==> src/rtl/mux4_rr_arbiter.sv <==
// mux4_rr_arbiter: round-robin arbiter sharing one 4:1 data mux among four
// requesters. A grant lasts while its owner holds req. When the owner lets go,
// the grant passes to the next pending requester after it, on the same edge.
// Optional feature macro: MUX_ARB_HOLD_LIMIT_EN. When it is defined, a tenure is
// capped at HOLD_MAX cycles. The owner is then forced to release and drops to
// lowest priority.
module mux4_rr_arbiter #(
  parameter int WIDTH    = 8,
  parameter int HOLD_MAX = 8
) (
  input  logic               clk,
  input  logic               reset,
  input  logic [3:0]         req,
  input  logic [4*WIDTH-1:0] d,
  output logic [3:0]         grant,
  output logic [1:0]         select,
  output logic               valid,
  output logic [WIDTH-1:0]   q
);

  typedef enum logic {
    IDLE  = 1'b0,
    GRANT = 1'b1
  } state_t;

  // Reject meaningless configurations at elaboration time.
  if (WIDTH < 1 || HOLD_MAX < 1) begin : g_param_check
    $error("mux4_rr_arbiter: WIDTH and HOLD_MAX must be >= 1");
  end

  state_t     state_q, state_d;
  logic [3:0] grant_q, grant_d;
  logic [1:0] select_q, select_d;
  logic       valid_q, valid_d;
  logic [1:0] ptr_q, ptr_d;
  logic [2:0] pick;
  logic       rel;

`ifdef MUX_ARB_HOLD_LIMIT_EN
  localparam int HW = (HOLD_MAX > 1) ? $clog2(HOLD_MAX) : 1;
  localparam logic [HW-1:0] HOLD_LAST = HW'(HOLD_MAX - 1);
  logic [HW-1:0] hold_q, hold_d;
`endif

  // Returns {found, index}: the first requester with req set, scanning from p upward mod 4.
  function automatic logic [2:0] rr_pick(input logic [3:0] r, input logic [1:0] p);
    logic [1:0] idx;
    logic [2:0] res;
    res = 3'b000;
    for (int k = 3; k >= 0; k--) begin
      idx = p + 2'(k);
      if (r[idx]) res = {1'b1, idx};
    end
    return res;
  endfunction

  // Next-state logic: arbitrate from IDLE, hold or hand over the grant from GRANT.
  always_comb begin
    state_d  = state_q;
    grant_d  = grant_q;
    select_d = select_q;
    valid_d  = valid_q;
    ptr_d    = ptr_q;
    pick     = 3'b000;
    rel      = 1'b0;
`ifdef MUX_ARB_HOLD_LIMIT_EN
    hold_d   = hold_q;
`endif
    case (state_q)
      IDLE: begin
        pick = rr_pick(req, ptr_q);
        if (pick[2]) begin
          state_d  = GRANT;
          grant_d  = 4'b0001 << pick[1:0];
          select_d = pick[1:0];
          valid_d  = 1'b1;
`ifdef MUX_ARB_HOLD_LIMIT_EN
          hold_d   = '0;
`endif
        end
      end
      GRANT: begin
        rel = !req[select_q];
`ifdef MUX_ARB_HOLD_LIMIT_EN
        // A tenure that reaches its last allowed cycle ends, even if req is still held.
        rel = rel || (hold_q == HOLD_LAST);
`endif
        if (rel) begin
          // The owner now has the lowest priority, so a sole requester gets the grant again.
          ptr_d = select_q + 2'd1;
          pick  = rr_pick(req, select_q + 2'd1);
          if (pick[2]) begin
            grant_d  = 4'b0001 << pick[1:0];
            select_d = pick[1:0];
            valid_d  = 1'b1;
          end else begin
            state_d = IDLE;
            grant_d = 4'b0000;
            valid_d = 1'b0;
          end
`ifdef MUX_ARB_HOLD_LIMIT_EN
          hold_d = '0;
`endif
        end else begin
`ifdef MUX_ARB_HOLD_LIMIT_EN
          hold_d = hold_q + HW'(1);
`endif
        end
      end
      default: state_d = IDLE;
    endcase
  end

  // State and output registers; reset takes precedence over every other event.
  always_ff @(posedge clk) begin
    if (reset) begin
      state_q  <= IDLE;
      grant_q  <= 4'b0000;
      select_q <= 2'd0;
      valid_q  <= 1'b0;
      ptr_q    <= 2'd0;
`ifdef MUX_ARB_HOLD_LIMIT_EN
      hold_q   <= '0;
`endif
    end else begin
      state_q  <= state_d;
      grant_q  <= grant_d;
      select_q <= select_d;
      valid_q  <= valid_d;
      ptr_q    <= ptr_d;
`ifdef MUX_ARB_HOLD_LIMIT_EN
      hold_q   <= hold_d;
`endif
    end
  end

  // Output mux: live data of the granted requester, and zero when there is no grant.
  always_comb begin
    q = '0;
    for (int i = 0; i < 4; i++) begin
      if (valid_q && (select_q == 2'(i))) q = d[i*WIDTH +: WIDTH];
    end
  end

  assign grant  = grant_q;
  assign select = select_q;
  assign valid  = valid_q;

endmodule

==> config.mk <==
export PLATFORM = sky130hd
export DESIGN_NAME = mux4_rr_arbiter
export DESIGN_NICKNAME = d
export VERILOG_FILES = /design/src/rtl/mux4_rr_arbiter.sv
export SDC_FILE = /design/constraint.sdc
export NUM_CORES = 1
export LEC_CHECK = 0
export CAP_MARGIN = 0
export CORE_MARGIN = 1.5
export CORE_UTILIZATION = 40
export CTS_BUF_LIST = sky130_fd_sc_hd__clkbuf_8
export DETAILED_ROUTE_END_ITERATION = 16
export GPL_ROUTABILITY_DRIVEN = 0
export MAX_ROUTING_LAYER = met4
export PLACE_DENSITY = 0.83
export REMOVE_ABC_BUFFERS = 1
export SYNTH_ARGS = -nofsm -noshare
export SYNTH_HDL_FRONTEND = slang
export SYNTH_SLANG_ARGS = --single-unit
export TNS_END_PERCENT = 30
==> constraint.sdc <==
create_clock -name clk -period 2.9 [get_ports clk]
set_input_delay 0.29 -clock clk [delete_from_list [all_inputs] [get_ports clk]]
set_output_delay 0.29 -clock clk [all_outputs]
set_load 0.05 [all_outputs]
==> results_dict.tcl, run 1 <==
set metrics [dict create \
    fin_crit_sh_pct 91.4 \
    layout_commonest_cell "clkdlybuf4s50_1" \
    die_h_um 51.8 \
    area_growth_pct 69.6 \
    async_flop_share_pct 0 \
    via_count 1150 \
    antenna_found_initial 0 \
    p_leak_uw 0.000604 \
    crit_type "flop to flop" \
    seq_area_frac_synth_pct 21.0 \
    worstSetupEndpointType "flop" \
    path_max_fanout 9 \
    numCtsBuffers 3 \
    syn_area_per_cell_um2 7.63 \
    clockBufferDepth 2 \
    final_cell_count_no_fill 202 \
    drc 0 \
    reg2reg_depth 6 \
    insertion_delay_ps 240 \
    cts_tree "yes" \
    path_delay_family "compound AO/OA/AOI/OAI gates" \
    synth_cells 125 \
    syn_area_um2 953 \
    rsz0062_at_grt "false" \
    wl_um 3070 \
    track_usage_pct 23.6 \
    detail_route.wl_per_cell_um 15.2 \
    initial_utilization_pct 42.7 \
    cp_num_buf_inv 1 \
    holdBufCountCts 0 \
    die_area_um2 2690 \
    h-tree-depth 1 \
    cts.clk_slew.worst_paths_ps 50 \
    hp-class "flop to flop" \
    slew_violations 0 \
    grt_max_degree 17 \
    start_kind "flop" \
    synth_edf_count 0 \
    cts_sinks 10 \
    cts-root-buf "clkbuf_8" \
    n_antenna_cell 0 \
    drive_gt1_share_pct 11.5 \
    critPathSlowestCell "a222oi_1" \
    placement_rows 17 \
    max-vdd-ir-drop_mv 0.440 \
    overflow 0 \
    core_um2 2230 \
    finalSetupTns_ps 0 \
    hold_path_depth 2 \
    first_global_vias 1024 \
    powerDensity_nw_per_um2 510 \
    design_area_um2 1620 \
    layout_setup_ws_ps 251 \
    dpl_cell_area_um2 1560 \
    placed_cells 198 \
    dp_slack_ps 343 \
    ios 53 \
    power_uw 825 \
    crit_chain "inv_1 -> ha_1 -> mux2_2 -> a222oi_1 -> or3b_1 -> a311oi_2" \
    final_cell_mix "clkdlybuf4s50_1 (44), nor2b_1 (17), nor2_1 (14)" \
    critPathMaxStageDelay_ps 530 \
    die_w_um 51.8 \
    grt_pass1_wl_um 4640 \
    path_depth 6 \
    status "complete, no violations" \
    maxCapViolations 0 \
    crit_arrival_ps 2810 \
    vias_per_cell 5.69 \
    ys_ff_latch 10 \
    firstDrtPassIters 5 \
    tightest_slew_ps 673 \
    ys_dominant_reg_cell "dfxtp_1" \
    port_buffers 52 \
    dp_hpwl_um 2320 \
    worstPathRequired_ps 3060 \
    initialDrtViolationCount 36 \
    max-slew-margin-rel_pct 55.2 \
    yosys_warnings 0 \
    fmax_ghz 0.377 \
    nets 217 \
    skew_ps 2.12 \
    period_needed_ps 2650 \
    final_hold_viol_count 0 \
    yosysUniqueCellTypes 35 \
    ant_nets 0 \
    setup_viol 0 \
]
## state kept, by name (all words and copies together) (netlist names)
signal   cells
grant        4
state_q      1
ptr_q        2
select       2
valid        1
## power breakdown
part           switching [uW]  internal, uW
clock network            65.5           120
registers                20.7           154
logic                     248           216
## area by class of cell
cell class	instances	area, um^2
Clock buffer	4	55.1
Fill cell	176	617
Inverter	6	22.5
Multi-Input combinational cell	101	696
Sequential cell	10	200
Tap cell	28	35.0
Timing Repair Buffer	53	608
## through the flow
| stage | hold WS [ps] | utilization, % |
|---|---|---|
| after floorplan | 358 | - |
| after global placement | 485 | 69.8 |
| after detailed placement | 496 | 69.8 |
| after CTS | 503 | 72.3 |
| after global routing | 543 | 72.4 |
| final | 498 | 72.4 |
## cells in the mapped netlist, types with 2 or more instances
library cell | n | share of area [%]
nor2_1 | 14 | 5.5
nor2b_1 | 18 | 12
buf_1 | 2 | 0.79
o31ai_1 | 2 | 1.6
mux2i_1 | 2 | 2.1
ha_1 | 4 | 5.2
or3_1 | 3 | 2.0
a221oi_1 | 9 | 8.3
nor3_1 | 8 | 4.2
a311oi_1 | 3 | 2.8
a211oi_1 | 4 | 3.1
o21ai_0 | 2 | 1.0
nand2_1 | 2 | 0.79
a21oi_1 | 13 | 6.8
clkbuf_1 | 5 | 2.0
dfxtp_1 | 10 | 21
inv_1 | 6 | 2.4
## path summary, 6_finish.rpt
| check | start | end | slack, ps |
|---|---|---|---|
| worst max-delay path | select[0] | grant[1] | 250 |
| worst min register to register | grant[0] | grant[0] | 500 |
| worst min-delay path | grant[0] | grant[0] | 500 |
| worst max register to register | select[0] | grant[1] | 250 |
## worst min-delay path, cell delays in order, from the launching register on
cell	delay (ps)
dfxtp_1	310
nor2_1	90
a311oi_1	50
## what timing repair did
item | 4_1_cts | 5_1_grt
setup endpoints to repair | 0 | 1
setup buffers | 0 | 0
gates resized for setup | 0 | 1
## cell families after synthesis
group                    Yosys count  share of synthesized area (%)
AO/OA/AOI/OAI                     38                           28.6
buffers and inverters             14                           6.30
adder cells (fa/ha/maj)            4                           5.25
flip-flops                        10                           21.0
multiplexers                       5                           8.00
AND/OR/NAND/NOR                   54                           30.8
## metal layers
layer / wire [um] / part of all wire (%) / GRT usage, %
met3: 291 / 9.5 / 4.31
met2: 1430 / 46 / 38.8
met4: 14 / 0.46 / 7.02
met5: 0 / 0 / -
met1: 1340 / 44 / 29.5
Power figures use the tool's default switching activity.
==> run 2: changes to the inputs <==
Settings changed: CAP_MARGIN 0 to not set, SETUP_SLACK_MARGIN set to 0.4, SLEW_MARGIN set to 20.
==> results_dict.tcl, run 2 (synthesis gave the netlist of run 1 again) <==
set metrics [dict create \
    setup_viol 0 \
    overflow 0 \
    n_antenna_cell 0 \
    nets 219 \
    core_um2 2230 \
    port_buffers 52 \
    gr-usage-met3_pct 4.89 \
    layout_commonest_cell "clkdlybuf4s50_1" \
    initialDrtViolationCount 34 \
    numCtsBuffers 3 \
    cts.clk_slew.worst_paths_ps 50 \
    ios 53 \
    antenna_found_initial 0 \
    largest_reg_flops 4 \
    final_cell_count_no_fill 204 \
    worstSetupEndpointType "flop" \
    fmax_ghz 0.420 \
    die_area_um2 2690 \
    period_needed_ps 2380 \
    detail_route.wl_per_cell_um 15.2 \
    grt_max_degree 17 \
    firstDrtPassIters 4 \
    die_h_um 51.8 \
    nFillCells 174 \
    tightest_slew_ps 640 \
    final_hold_viol_count 0 \
    powerDensity_nw_per_um2 510 \
    drc 0 \
    maxCapViolations 0 \
    crit_type "flop to flop" \
    path_max_fanout 6 \
    ant_nets 0 \
    drive_gt1_share_pct 13.6 \
    area_growth_pct 72.0 \
    status "complete, no violations" \
    grt_pass1_wl_um 4750 \
    holdWs_ps 498 \
    clockBufferDepth 2 \
    slew_violations 0 \
    h-tree-depth 1 \
    rsz0062_at_grt "true" \
    cts_tree "yes" \
    cts-root-buf "clkbuf_8" \
    start_kind "flop" \
    first_global_vias 1039 \
    busiest_layer "met2" \
    placed_cells 198 \
    final_cell_mix "clkdlybuf4s50_1 (44), nor2b_1 (17), nor2_1 (14)" \
    fin_crit_sh_pct 82.1 \
    cts_sinks 10 \
    insertion_delay_ps 240 \
    worstPathRequired_ps 3050 \
    via_count 1160 \
    dp_hpwl_um 2320 \
    die_w_um 51.8 \
    crit_arrival_ps 2530 \
    finalSetupTns_ps 0 \
    vias_per_cell 5.69 \
    grt_use_met2_pct 39.0 \
    hp-class "flop to flop" \
    wl_um 3100 \
    p_leak_uw 0.000618 \
    placement_rows 17 \
    max-slew-margin-rel_pct 57.3 \
    skew_ps 3.97 \
    initial_utilization_pct 42.7 \
    max-vdd-ir-drop_mv 0.438 \
    track_usage_pct 24.2 \
    met1_usage_pct 30.4 \
]
==> run 2: worst max-delay path, cell delays in order (launching register included) <==
cell	delay, ps
dfxtp_1	450
inv_1	100
ha_1	390
mux2_2	360
a222oi_1	250
buf_4	190
or3b_1	360
a311oi_2	200
==> run 2: repair_timing <==
item / in CTS / in global routing
gates resized for setup: 2 / 2
hold buffers: 0 / 0
setup endpoints to repair: 9 / 13
pin swaps: 1 / 1
setup buffers: 1 / 1
==> run 2: power by group <==
part | total [uW] | internal [uW] | switching, uW | leakage (uW)
Clock | 184 | 120 | 63.8 | 0.0000288
Combinational | 477 | 226 | 251 | 0.000506
Sequential | 175 | 155 | 20.5 | 0.0000832
==> run 2: final timing paths <==
check            start        to  slack (ps)  cells past startpoint
max          select[1]  grant[1]         520                      7
min           grant[0]  grant[0]         500                      2
max reg2reg  select[1]  grant[1]         520                      7
min reg2reg   grant[0]  grant[0]         500                      2
==> run 2: cell type report <==
type	instances	area [um^2]	area share, %
sequential	10	201	12.3
inverter	6	22.5	1.37
timing repair buffer	55	623	38.0
multi-input combinational	101	703	42.9
clock buffer	4	55.1	3.36
tap	28	35.0	2.14
==> run 2: through the flow <==
step | instance area, um^2 | setup slack (ps) | util (%) | power (uW)
after global routing | 1640 | 394 | 73.4 | 876
after floorplan | 916 | 110 | - | 443
after global placement | 1560 | 497 | 69.8 | 625
after CTS | 1630 | 443 | 72.9 | 829
final | 1640 | 520 | 73.4 | 836
after detailed placement | 1560 | 343 | 69.8 | 638
==> run 2: routing by layer <==
layer | wire length, um | up-vias
li1 | - | 570
met1 | 1390 | 520
met2 | 1440 | 63
met3 | 250 | 7
met4 | 31 | 0
met5 | 0 | -
